==> src/rtl/vga_timing_gen.sv <==
// Free-running VGA pixel timing: pixel-enable divider, x/y coordinates, line/frame strobes, frame counter.
// Define VGA_TIMING_PATTERN_EN to add an 8-bar colour test pattern on red/green/blue.
module vga_timing_gen #(
  parameter int unsigned H_ACTIVE = 800,
  parameter int unsigned H_TOTAL  = 1056,
  parameter int unsigned V_ACTIVE = 600,
  parameter int unsigned V_TOTAL  = 628,
  parameter int unsigned CLK_DIV  = 1
) (
  input  logic        clk,
  input  logic        rst,
  output logic [10:0] xCoord,
  output logic [10:0] yCoord,
  output logic        pix_en,
  output logic        line_start,
  output logic        frame_start,
  output logic        active,
  output logic [15:0] frame_count
`ifdef VGA_TIMING_PATTERN_EN
  ,
  output logic [7:0]  red,
  output logic [7:0]  green,
  output logic [7:0]  blue
`endif
);

  localparam int unsigned CW    = 11;
  localparam int unsigned FC_W  = 16;
  localparam int unsigned DIV_W = (CLK_DIV > 1) ? $clog2(CLK_DIV) : 1;

  localparam logic [CW-1:0]    H_LAST   = CW'(H_TOTAL - 1);
  localparam logic [CW-1:0]    V_LAST   = CW'(V_TOTAL - 1);
  localparam logic [CW-1:0]    H_ACT    = CW'(H_ACTIVE);
  localparam logic [CW-1:0]    V_ACT    = CW'(V_ACTIVE);
  localparam logic [DIV_W-1:0] DIV_LAST = DIV_W'(CLK_DIV - 1);

  logic [DIV_W-1:0] div_cnt;
  logic             h_wrap_c;
  logic             v_wrap_c;

  assign pix_en   = !rst && (div_cnt == DIV_LAST);
  assign h_wrap_c = (xCoord == H_LAST);
  assign v_wrap_c = (yCoord == V_LAST);
  assign active   = (xCoord < H_ACT) && (yCoord < V_ACT);

  // Clock divider producing one pixel tick every CLK_DIV clocks
  always_ff @(posedge clk) begin
    if (rst) begin
      div_cnt <= '0;
    end else if (div_cnt == DIV_LAST) begin
      div_cnt <= '0;
    end else begin
      div_cnt <= div_cnt + DIV_W'(1);
    end
  end

  // Coordinate counters; strobes coincide with the wrapped coordinates
  always_ff @(posedge clk) begin
    if (rst) begin
      xCoord      <= '0;
      yCoord      <= '0;
      frame_count <= '0;
      line_start  <= 1'b0;
      frame_start <= 1'b0;
    end else begin
      line_start  <= 1'b0;
      frame_start <= 1'b0;
      if (pix_en) begin
        if (h_wrap_c) begin
          xCoord     <= '0;
          line_start <= 1'b1;
          if (v_wrap_c) begin
            yCoord      <= '0;
            frame_count <= frame_count + FC_W'(1);
            frame_start <= 1'b1;
          end else begin
            yCoord <= yCoord + CW'(1);
          end
        end else begin
          xCoord <= xCoord + CW'(1);
        end
      end
    end
  end

`ifdef VGA_TIMING_PATTERN_EN
  localparam int unsigned BAR_W = H_ACTIVE / 8;

  logic [2:0]  bar_c;
  logic [23:0] rgb_c;

  // Bar index via comparator chain against bar boundaries
  always_comb begin
    bar_c = 3'd7;
    for (int i = 6; i >= 0; i--) begin
      if (xCoord < CW'((i + 1) * BAR_W)) begin
        bar_c = 3'(i);
      end
    end
  end

  always_comb begin
    rgb_c = 24'h000000;
    if (active) begin
      case (bar_c)
        3'd0:    rgb_c = 24'hFFFFFF;
        3'd1:    rgb_c = 24'hFFFF00;
        3'd2:    rgb_c = 24'h00FFFF;
        3'd3:    rgb_c = 24'h00FF00;
        3'd4:    rgb_c = 24'hFF00FF;
        3'd5:    rgb_c = 24'hFF0000;
        3'd6:    rgb_c = 24'h0000FF;
        default: rgb_c = 24'h000000;
      endcase
    end
  end

  assign red   = rgb_c[23:16];
  assign green = rgb_c[15:8];
  assign blue  = rgb_c[7:0];
`endif

endmodule

==> config.mk <==
export PLATFORM = sky130hd
export DESIGN_NAME = vga_timing_gen
export DESIGN_NICKNAME = d
export VERILOG_FILES = /design/src/rtl/vga_timing_gen.sv
export SDC_FILE = /design/constraint.sdc
export NUM_CORES = 1
export LEC_CHECK = 0
export ABC_CLOCK_PERIOD_IN_PS = 3300
export BUFFER_PORTS_ARGS = -buffer_cell sky130_fd_sc_hd__buf_2
export CAP_MARGIN = 20
export CORE_MARGIN = 4
export CORE_UTILIZATION = 40
export CTS_CLUSTER_DIAMETER = 80
export DETAILED_ROUTE_END_ITERATION = 12
export PLACE_DENSITY_LB_ADDON = 0.25
export SYNTH_ARGS = -nofsm -noshare
export SYNTH_HDL_FRONTEND = slang
export SYNTH_SLANG_ARGS = --single-unit
export TNS_END_PERCENT = 50
==> constraint.sdc <==
create_clock -name clk -period 3.3 [get_ports clk]
set_clock_uncertainty 0.15 [all_clocks]
set_input_delay 0.495 -clock clk [delete_from_list [all_inputs] [get_ports clk]]
set_output_delay 0.495 -clock clk [all_outputs]
set_load 0.05 [all_outputs]
==> reports/results.tsv <==
metric	value	unit
rsz0062_at_grt	false	
synthXorXnorAreaFrac	4.21	%
swShare	20.7	%
drc	0	
global_route.usage.total	15.0	%
syn_avg_cell_area	8.52	um^2
async_flop_share	0	%
yosysWarnings	0	
synth_area_leaders	dfxtp_1 (39%), mux2_2 (6.5%), nor2_1 (4.9%)	
drv_slew	0	
drv_cap	0	
synth_edf_count	0	
peakVddDrop	0.000213	V
timing.fmax	390	MHz
pwr-share-seq	52.7	%
synth_nets	249	
postCtsSetupBuffers	0	
pre_cts_slack	0.568	ns
whs_path_depth	2	
dr.pass1.iters	4	
tightest_slew	0.549	ns
port_buffers	43	
cts_sinks	41	
nets	286	
die-area	6410	um^2
synth_ff_type	dfxtp_1	
clock_power_share	43.7	%
final.setup.tns	0	ns
routed_wl	4.57	mm
synth_top_area_share	39.5	%
coreArea	4880	um^2
worstPathMaxFanout	36	
htreeDepth	2	
start_util	42.6	%
drive_gt1_share	23.4	%
endpoint_kind	register	
cellInternalPower	0.753	mW
cts_root_buffer	clkbuf_8	
ys_types	41	
ant_nets	0	
synth_area	2080	um^2
grt_pass1_vias	1646	
power-per-cell-area	391	nW/um^2
fin_crit_sh	77.6	%
yosysSeqAreaShare	39.5	%
synth.most_common_cell	dfxtp_1	
synth-compound-area-share	8.79	%
synth_area_leader_cell	dfxtp_1	
hold_class	reg2reg	
die_y	80.1	um
ys_ff_latch	41	
synth_common_cells	dfxtp_1 (41), nor2_1 (27), nand3_1 (17), nor2b_1 (15), a21oi_1 (14)	
worst_slack	0.738	ns
path_clk_slew	0.07	ns
p_comb_share	3.6	%
vias	1857	
cts_tree	yes	
period_needed	2.56	ns
p_switching	0.197	mW
grt_pass1_wl	7.72	mm
arrival	2.61	ns
setup_viol	0	
synth_fa_ha_area_share	1.81	%
synth_top_family_by_area	simple AND/OR/NAND/NOR gates	
status	complete, no violations	
critPathKind	reg2reg	
slew_headroom	63.1	%
grt_overflow	0	
cts_buffers	5	
synth-simple-area-share	33.7	%
n_antenna_cell	0	
routedWlPerCell	13.1	um
place.gp.congestion	0.768	
synthMuxAreaShare	7.59	%
cts_buffer_depth	2	
grt_max_degree	41	
ctsResizeCount	0	
final-hold-violation-count	0	
start_kind	register	
first_iter_violations	75	
reg2reg_slack	0.74	ns
p_leak	1.00	nW
dpl.hpwl	3.27	mm
rows	25	
reg2reg_depth	4	
boundaryPins	44	
crit_required	3.35	ns
syn-instance-count	244	
die_w	80.1	um
area_delta_synth_final	16.7	%
ctsHoldBuffers	0	
routed_via_density	5.32	
clock_latency	0.29	ns
grt_antenna_before_repair	0	
registers in the layout, indices dropped and copies added, names as in the netlist:
signal,flops
div_cnt,1
frame_count,16
frame_start,1
line_start,1
xCoord,11
yCoord,11
final cells by class:
cell class	count	area, um^2
Fill cell	514	2450
Multi-Input combinational cell	186	1170
Timing Repair Buffer	44	223
Sequential cell	41	821
Clock inverter	1	30.0
Inverter	3	11.3
Tap cell	67	83.8
Clock buffer	7	86.3
per-stage QoR:
stage | util (%) | total power [mW] | instance area, um^2 | instances | hold WS [ns]
after floorplan | - | 0.541 | 2080 | 244 | 0.409
after global placement | 47.3 | 0.546 | 2310 | 341 | 0.334
after detailed placement | 47.3 | 0.546 | 2310 | 341 | 0.344
after CTS | 49.7 | 0.964 | 2420 | 349 | 0.355
after global routing | 49.7 | 0.988 | 2420 | 349 | 0.387
final | 49.7 | 0.949 | 2420 | 349 | 0.351
cell usage in the layout (no fill, tap or decap), types with 2 or more instances in the layout:
cell type,count
clkbuf_8,6
a21oi_1,14
o31ai_1,4
or4_1,5
inv_1,3
ha_1,3
buf_2,43
nor4_1,7
nand2_1,12
nor4b_1,2
and3_1,4
o21ai_0,6
or3_1,7
mux2_1,2
xnor2_1,9
and4_1,3
nor2_1,27
mux2_2,12
dfxtp_1,41
nand3_1,17
nor2b_1,15
nand4_1,8
nor3_1,12
worst max-delay path, cell delays in order, from the launching register on:
cell and delay, ns:
dfxtp_1 0.35, or3_1 0.45, or4_4 0.72, or4_1 0.53, a311oi_1 0.26
path summary, 6_finish.rpt:
| check | start | to |
|---|---|---|
| max reg2reg | xCoord[5] | yCoord[5] |
| min reg2reg | xCoord[1] | xCoord[1] |
| min | xCoord[1] | xCoord[1] |
| max | xCoord[5] | yCoord[5] |
power groups by stage:
stage / clock network (mW) / logic [mW] / registers, mW
2_1_floorplan: 0 / 0.0235 / 0.517
3_3_place_gp: 0 / 0.0338 / 0.512
3_5_place_dp: 0 / 0.0344 / 0.512
4_1_cts: 0.429 / 0.0343 / 0.500
5_1_grt: 0.449 / 0.0377 / 0.501
6_report: 0.415 / 0.0341 / 0.500
routing by layer:
metal	GRT usage [%]	vias up	routed length (um)
met5	0	-	0
met4	4.56	0	24
met3	4.15	2	263
met2	22.6	38	2040
met1	20.6	864	2240
li1	-	953	-
logic make-up (layout without fill, tap and decap cells):
logic type / after synthesis / after routing
adder cells (fa/ha/maj): 3 / 3
XOR/XNOR: 10 / 10
other: 1 / 1
flip-flops: 41 / 41
AO/OA/AOI/OAI: 30 / 30
multiplexers: 14 / 14
buffers and inverters: 17 / 55
AND/OR/NAND/NOR: 128 / 128
No activity file was read; power rests on OpenSTA's default activity.
